File: src/rtl/hazard_pkg.sv
// Shared types and limits for the pipeline hazard controller.
// Pure declarations: no latency, no flow control.
package hazard_pkg;
    typedef enum logic {
        IDLE   = 1'b0,
        LSTALL = 1'b1
    } state_t;

    localparam int REG_ZERO     = 0;
    localparam int LOAD_LAT_MAX = 4;
endpackage

File: src/rtl/hazard_load_detect.sv
// Load-use comparator between the load in EX and the instruction in ID.
// Latency: purely combinational. Backpressure: none, result is consumed in-cycle.
module hazard_load_detect
    import hazard_pkg::*;
#(
    parameter int REG_AW = 5
) (
    input  logic              hazard_en,
    input  logic              id_ex_memread,
    input  logic [REG_AW-1:0] id_ex_rt,
    input  logic [REG_AW-1:0] if_id_rs,
    input  logic [REG_AW-1:0] if_id_rt,
    input  logic              if_id_uses_rt,
    output logic              load_use
);
    logic dst_live;
    logic rs_hit;
    logic rt_hit;

    // Writes to the zero register are discarded, so they can never feed a consumer.
    assign dst_live = (id_ex_rt != REG_AW'(REG_ZERO));
    assign rs_hit   = (id_ex_rt == if_id_rs);
    assign rt_hit   = if_id_uses_rt && (id_ex_rt == if_id_rt);
    assign load_use = hazard_en && id_ex_memread && dst_live && (rs_hit || rt_hit);
endmodule

File: src/rtl/hazard_ctrl_unit.sv
// Pipeline hazard controller: load-use bubbles, forwarding stalls, memory freeze, branch flush.
// Latency: outputs are combinational from state and inputs (zero-cycle stall response).
// Backpressure: mem_ready low freezes the pipe and holds all state. Optional STALL_STATS_EN adds counters.
module hazard_ctrl_unit
    import hazard_pkg::*;
#(
    parameter int REG_AW   = 5,
    parameter int LOAD_LAT = 1
) (
    input  logic              clk,
    input  logic              rst,
    input  logic              hazard_en,
    input  logic              id_ex_memread,
    input  logic [REG_AW-1:0] id_ex_rt,
    input  logic [REG_AW-1:0] if_id_rs,
    input  logic [REG_AW-1:0] if_id_rt,
    input  logic              if_id_uses_rt,
    input  logic              forward_stall,
    input  logic              mem_ready,
    input  logic              branch_taken,
    output logic              pc_write,
    output logic              if_id_write,
    output logic              stall_select,
    output logic              if_id_flush,
    output logic              pipe_freeze
`ifdef STALL_STATS_EN
    ,
    output logic [31:0]       stall_count,
    output logic [31:0]       freeze_count
`endif
);
    localparam int CW = $clog2(LOAD_LAT + 1);

    generate
        if (LOAD_LAT < 1 || LOAD_LAT > LOAD_LAT_MAX) begin : g_bad_lat
            $error("hazard_ctrl_unit: LOAD_LAT must be in 1..4");
        end
    endgenerate

    state_t        state, state_nxt;
    logic [CW-1:0] cnt, cnt_nxt;
    logic          load_use;

    hazard_load_detect #(.REG_AW(REG_AW)) u_detect (
        .hazard_en     (hazard_en),
        .id_ex_memread (id_ex_memread),
        .id_ex_rt      (id_ex_rt),
        .if_id_rs      (if_id_rs),
        .if_id_rt      (if_id_rt),
        .if_id_uses_rt (if_id_uses_rt),
        .load_use      (load_use)
    );

    always_ff @(posedge clk) begin
        if (rst) begin
            state <= IDLE;
            cnt   <= '0;
        end else begin
            state <= state_nxt;
            cnt   <= cnt_nxt;
        end
    end

    always_comb begin
        state_nxt    = state;
        cnt_nxt      = cnt;
        pc_write     = 1'b1;
        if_id_write  = 1'b1;
        stall_select = 1'b0;
        if_id_flush  = 1'b0;
        pipe_freeze  = 1'b0;
        if (rst) begin
            state_nxt = IDLE;
            cnt_nxt   = '0;
        end else if (!mem_ready) begin
            // EX is frozen, so a pending branch resolution is not acted on yet.
            pipe_freeze = 1'b1;
            pc_write    = 1'b0;
            if_id_write = 1'b0;
        end else if (branch_taken) begin
            if_id_flush  = 1'b1;
            stall_select = 1'b1;
            state_nxt    = IDLE;
            cnt_nxt      = '0;
        end else if (state == LSTALL) begin
            pc_write     = 1'b0;
            if_id_write  = 1'b0;
            stall_select = 1'b1;
            cnt_nxt      = cnt - CW'(1);
            if (cnt == CW'(1)) begin
                state_nxt = IDLE;
            end
        end else if (load_use) begin
            // The detection cycle is the first bubble; LSTALL covers the rest.
            pc_write     = 1'b0;
            if_id_write  = 1'b0;
            stall_select = 1'b1;
            if (LOAD_LAT > 1) begin
                state_nxt = LSTALL;
                cnt_nxt   = CW'(LOAD_LAT - 1);
            end
        end else if (forward_stall && hazard_en) begin
            pc_write     = 1'b0;
            if_id_write  = 1'b0;
            stall_select = 1'b1;
        end
    end

`ifdef STALL_STATS_EN
    always_ff @(posedge clk) begin
        if (rst) begin
            stall_count  <= '0;
            freeze_count <= '0;
        end else begin
            if (stall_select && !if_id_flush && (stall_count != '1)) begin
                stall_count <= stall_count + 32'd1;
            end
            if (pipe_freeze && (freeze_count != '1)) begin
                freeze_count <= freeze_count + 32'd1;
            end
        end
    end
`endif
endmodule

File: config.mk
export PLATFORM = sky130hd
export DESIGN_NAME = hazard_ctrl_unit
export DESIGN_NICKNAME = d
export VERILOG_FILES = /design/src/rtl/hazard_pkg.sv /design/src/rtl/hazard_load_detect.sv /design/src/rtl/hazard_ctrl_unit.sv
export SDC_FILE = /design/constraint.sdc
export NUM_CORES = 1
export LEC_CHECK = 0
export ABC_AREA = 1
export CAP_MARGIN = 20
export CORE_AREA = 2 2 39 41
export CTS_CLUSTER_DIAMETER = 40
export CTS_CLUSTER_SIZE = 25
export DETAILED_ROUTE_END_ITERATION = 8
export DIE_AREA = 0 0 41 43
export DONT_BUFFER_PORTS = 1
export PLACE_DENSITY_LB_ADDON = 0.05
export REMOVE_ABC_BUFFERS = 1
export SLEW_MARGIN = 20
export SYNTH_ARGS = -nofsm -noshare
export SYNTH_HDL_FRONTEND = slang
export SYNTH_HIERARCHICAL = 1
export SYNTH_SLANG_ARGS = --single-unit
File: constraint.sdc
create_clock -name clk -period 2.95 [get_ports clk]
set_input_delay 0.885 -clock clk [delete_from_list [all_inputs] [get_ports clk]]
set_output_delay 0.885 -clock clk [all_outputs]
set_load 0.1 [all_outputs]
==> impl_metrics.json, run 1 <==
{
  "firstDrtPassIters": 4,
  "hold_slack_ns": 0.4489,
  "io_buffers": 0,
  "fin_util": 0.3580,
  "finalSetupViolCount": 0,
  "setup_ws_ns": 0.1556,
  "track_usage": 0.1212,
  "fmax_mhz": 357.9,
  "path_max_fanout": 3,
  "cts_buffer_depth": 2,
  "cts_tree": "done",
  "gp_congestion": 0.6641,
  "critPathMaxStageDelay_ns": 0.19,
  "hp-class": "reg -> reg",
  "peakVddDrop_v": 0.0002492,
  "rsz0062_at_grt": "no",
  "die_area_um2": 1763,
  "dp_slack_ns": 0.1355,
  "cpMaxStageDelayCell": "buf_12",
  "r2r_start": "state",
  "drt-total-wl_um": 848,
  "die_w_um": 41,
  "cts_made_buffers": 3,
  "postSynthCellCount": 77,
  "coreArea_um2": 1384,
  "synth_area_um2": 357.8,
  "clk_latency_ns": 0.22,
  "grt_pass1_vias": 423,
  "slew_headroom": 0.8162,
  "cts_root_buffer": "clkbuf_4",
  "cp-startpoint": "id_ex_rt[1]",
  "avgSynthCellArea_um2": 4.647,
  "slew_viol_final": 0,
  "synthToLayoutAreaGrowth_pct": 38.46,
  "tns_ns": 0,
  "stdcell_count": 100,
  "wl_per_cell_um": 8.480,
  "via_per_inst": 4.240,
  "cts.htree.levels": 1,
  "row_count": 14,
  "hold_viol_final": 0,
  "path_clk_slew_ns": 0.03,
  "die_h_um": 43,
  "start_kind": "input pin",
  "yosysSeqAreaShare": 0.1119,
  "cp_num_buf_inv": 4,
  "tightest_slew_ns": 0.2780,
  "dp.cells": 97,
  "grt_first_pass_wirelength_um": 1469,
  "crit_family": "simple AND/OR/NAND/NOR gates",
  "globalRouteOverflowTotal": 0,
  "final_nets": 109,
  "layout-drive-gt1-share": 0.2738,
  "cap_viol_max_count": 0,
  "ys_ff_latch": 2,
  "power.total_mw": 0.1655,
  "detail-route-antenna-nets": 0,
  "hp-start": "state",
  "synth_cell_types": 13,
  "final_area_um2": 495.5,
  "place_hpwl_um": 760.1,
  "cp.arrival_ns": 1.91,
  "cts_sinks": 2,
  "grt_max_degree": 6,
  "drc": 0,
  "outcome": "completed",
  "path_class": "in -> out",
  "skew_ns": 0.0003499,
  "placed_cell_area_um2": 465.4,
  "num_vias": 424,
  "ctsHoldBuffers": 0,
  "fin_crit_ns": 2.794,
  "required_ns": 2.07,
  "start_util": 0.2586,
  "antenna_cells": 0,
  "cp_cell_sequence": "inv_1 -> nand2_1 -> nand2_1 -> nor2_2 -> nand3_1 -> a21oi_1 -> inv_1 -> nand3_2 -> inv_2 -> a21oi_2 -> buf_12",
  "worstSetupEndpointType": "output pin",
  "leakagePower_nw": 0.2899,
  "dr.first_iter.drc_count": 5,
  "yosys_warnings": 6,
  "post-route-period-util": 0.9473,
  "grt_antenna_before_repair": 0,
  "power_density_nw_per_um2": 334.0,
  "io_pins": 28
}
## layout by cell type, fill, tap and decap left out, types with 2 or more instances in the layout
cell type,synthesis,routed
nand2_1,28,28
inv_1,16,15
nor2_1,12,7
nor2_2,1,6
inv_2,3,4
nand3_1,4,4
a21oi_1,5,3
clkbuf_4,0,3
buf_12,0,3
nand2_2,2,2
dfxtp_1,2,2
buf_4,1,2
## cell usage after synthesis
cell / number / area (um2)
nand4_1: 1 / 6.260
inv_2: 3 / 11.26
nor2_2: 1 / 6.260
nand3_2: 1 / 10.01
inv_1: 16 / 60.06
nand2_1: 28 / 105.1
a21oi_1: 5 / 25.02
buf_4: 1 / 7.510
nand2_2: 2 / 12.51
nor2_1: 12 / 45.04
dfxtp_1: 2 / 40.04
xnor2_1: 1 / 8.760
nand3_1: 4 / 20.02
## where the power goes
group          switching (mW)  total [mW]  internal, mW
Combinational          0.0527      0.0793        0.0265
Sequential           0.000377      0.0286        0.0282
Clock                  0.0130      0.0577        0.0447
## final cells by class
| cell class | count | area, um2 |
|---|---|---|
| clock buffer | 3 | 22.52 |
| fill | 163 | 888.4 |
| inverter | 19 | 71.32 |
| multi-input combinational | 55 | 266.5 |
| sequential | 2 | 40.04 |
| tap | 16 | 20.02 |
| timing repair buffer | 5 | 75.07 |
## state kept, by name, summed over array words and instances (netlist names)
register,count
state,1
cnt,1
## worst reg2reg max path, cell delays in order, from the launching register on
cell and delay [ns]:
dfxtp_1 0.31, inv_2 0.06, nand2_2 0.05, a21oi_1 0.15, nor2_2 0.05
## routing by layer
metal	track usage	wire length, um
met1	0.1502	425
met2	0.1813	370
met3	0.03665	53
met4	0.06000	0
met5	0	0
## worst paths after layout
| kind | endpoint | slack (ns) | cells after the start |
|---|---|---|---|
| setup / recovery | stall_select | 0.16 | 11 |
| hold / removal | state | 0.45 | 2 |
| setup reg to reg | cnt | 2.22 | 4 |
| hold reg to reg | state | 0.45 | 2 |
## cells by family (layout without fill, tap and decap cells)
family                    after synthesis  after routing  synth area share
AOI/OAI and AO/OA                       5              5           0.06992
xor gates and xnor gates                1              1           0.02448
buffers and inverters                  20             27            0.2203
DFF                                     2              2            0.1119
and+or+nand+nor                        49             49            0.5734
## what timing repair did
| action | 4_1_cts | 5_1_grt |
|---|---|---|
| setup endpoints to repair | 0 | 1 |
| buffers inserted | 0 | 0 |
| gates resized for setup | 0 | 4 |
Note: power is estimated with default switching activity, not from simulation.
==> inputs of run 2 (changes only) <==
==> constraint.sdc (replaced) <==
create_clock -name clk -period 3.1 [get_ports clk]
set_input_delay 0.93 -clock clk [delete_from_list [all_inputs] [get_ports clk]]
set_output_delay 0.93 -clock clk [all_outputs]
set_load 0.1 [all_outputs]
==> run 2 against run 1 <==
- global-route usage fell by 0.50 points
- final area down 5.6%
- worst setup slack gained 0.032 ns
- sequential cell count unchanged
- via count shrank 0.71%
- clock skew increased by 0.0020 ns
- routed wire length did not move
- total power down 8.4%
- register-to-register slack improved by 0.15 ns
- clock power shrank 4.5%
- critical endpoint unchanged
- largest cell class unchanged
- highest routed layer unchanged
==> impl_metrics.json, run 2 (synthesis results as in run 1) <==
{
  "outcome": "completed",
  "cp.arrival_ns": 1.98,
  "placed_cell_area_um2": 445.4,
  "cp_common_cell": "inv_1",
  "worstSetupEndpointType": "output pin",
  "hold_viol_final": 0,
  "slew_viol_final": 0,
  "power.total_mw": 0.1517,
  "coreArea_um2": 1384,
  "hp-class": "reg -> reg",
  "final_area_um2": 467.9,
  "start_util": 0.2586,
  "peakVddDrop_v": 0.0002091,
  "cts_made_buffers": 3,
  "cts_buffer_depth": 2,
  "detail-route-antenna-nets": 0,
  "io_buffers": 0,
  "die_w_um": 41,
  "firstDrtPassIters": 4,
  "cts_resized": 0,
  "cp_num_buf_inv": 4,
  "leakagePower_nw": 0.2806,
  "required_ns": 2.17,
  "die_area_um2": 1763,
  "cts_setup_buffers": 0,
  "track_usage": 0.1162,
  "globalRouteOverflowTotal": 0,
  "drt-total-wl_um": 848,
  "via_per_inst": 4.253,
  "synthToLayoutAreaGrowth_pct": 30.77,
  "rsz0062_at_grt": "no",
  "cap_viol_max_count": 0,
  "die_h_um": 43,
  "setup_ws_ns": 0.1873,
  "cpMaxStageDelayCell": "buf_12",
  "dr.first_iter.drc_count": 18,
  "layout-drive-gt1-share": 0.2169,
  "gp_congestion": 0.6662,
  "cts_root_buffer": "clkbuf_4",
  "io_pins": 28,
  "reg.largest.list": "cnt (1), state (1)",
  "row_count": 14,
  "antenna_cells": 0,
  "power_density_nw_per_um2": 324.1,
  "skew_ns": 0.002343,
  "final_nets": 108,
  "path_max_fanout": 3,
  "path_clk_slew_ns": 0.03,
  "clk_latency_ns": 0.22,
  "drc": 0,
  "post-route-period-util": 0.9396,
  "cts_sinks": 2,
  "tightest_slew_ns": 0.2794,
  "fmax_mhz": 343.3,
  "cts.htree.levels": 1,
  "grt_antenna_before_repair": 0,
  "layout_commonest_cell": "nand2_1",
  "path_class": "in -> out",
  "fin_util": 0.3382,
  "grt_pass1_vias": 421,
  "start_kind": "input pin",
  "crit_family": "simple AND/OR/NAND/NOR gates",
  "critPathMaxStageDelay_ns": 0.19,
  "place_hpwl_um": 761.8,
  "layout_common_cells": "nand2_1 (28), inv_1 (16), nor2_1 (10), nand3_1 (4)",
  "grt_first_pass_wirelength_um": 1449,
  "cts_tree": "done",
  "finalSetupViolCount": 0,
  "wl_per_cell_um": 8.566,
  "slew_headroom": 0.8152,
  "ctsHoldBuffers": 0,
  "dp_slack_ns": 0.1698,
  "fin_crit_ns": 2.913,
  "cp_cell_sequence": "inv_1 -> nand2_1 -> nand2_1 -> nor2_1 -> nand3_1 -> a21oi_1 -> inv_1 -> nand3_2 -> inv_1 -> a21oi_2 -> buf_12",
  "num_vias": 421,
  "hold_slack_ns": 0.4491,
  "grt_max_degree": 6
}
==> run 2: per-stage QoR <==
step / instances / setup TNS, ns
6_report: 99 / 0
5_1_grt: 99 / 0
3_5_place_dp: 96 / 0
2_1_floorplan: 76 / -5.235
3_3_place_gp: 96 / 0
4_1_cts: 99 / 0
==> run 2: path summary, 6_finish.rpt <==
check / start / end / slack [ns] / depth (start not counted)
worst max-delay path: id_ex_rt[4] / stall_select / 0.19 / 11
worst min register to register: state / state / 0.45 / 2
worst min-delay path: state / state / 0.45 / 2
worst max register to register: state / cnt / 2.37 / 4
==> run 2: routing by layer <==
layer | GRT usage | part of all wire | up-vias
li1 | - | - | 237
met1 | 0.1406 | 0.45 | 169
met2 | 0.1875 | 0.47 | 15
met3 | 0.01571 | 0.085 | 0
met4 | 0.06000 | 0 | 0
met5 | 0 | 0 | -
==> run 2: layout make-up <==
class / count / area, um2
Multi-Input combinational cell: 55 / 259.0
Sequential cell: 2 / 40.04
Fill cell: 170 / 915.9
Tap cell: 16 / 20.02
Inverter: 19 / 71.32
Clock buffer: 3 / 22.52
Timing Repair Buffer: 4 / 55.05
==> run 2: worst reg2reg max path, delay by kind of cell (launching register included) <==
kind	cells	cell delay (ns)
and+or+nand+nor	2	0.10
AOI/OAI and AO/OA	1	0.15
buffers and inverters	1	0.06
DFF	1	0.30
==> run 2: power breakdown <==
group	switching (mW)	internal (mW)
logic	0.0483	0.0211
clock network	0.0126	0.0425
registers	0.000365	0.0268
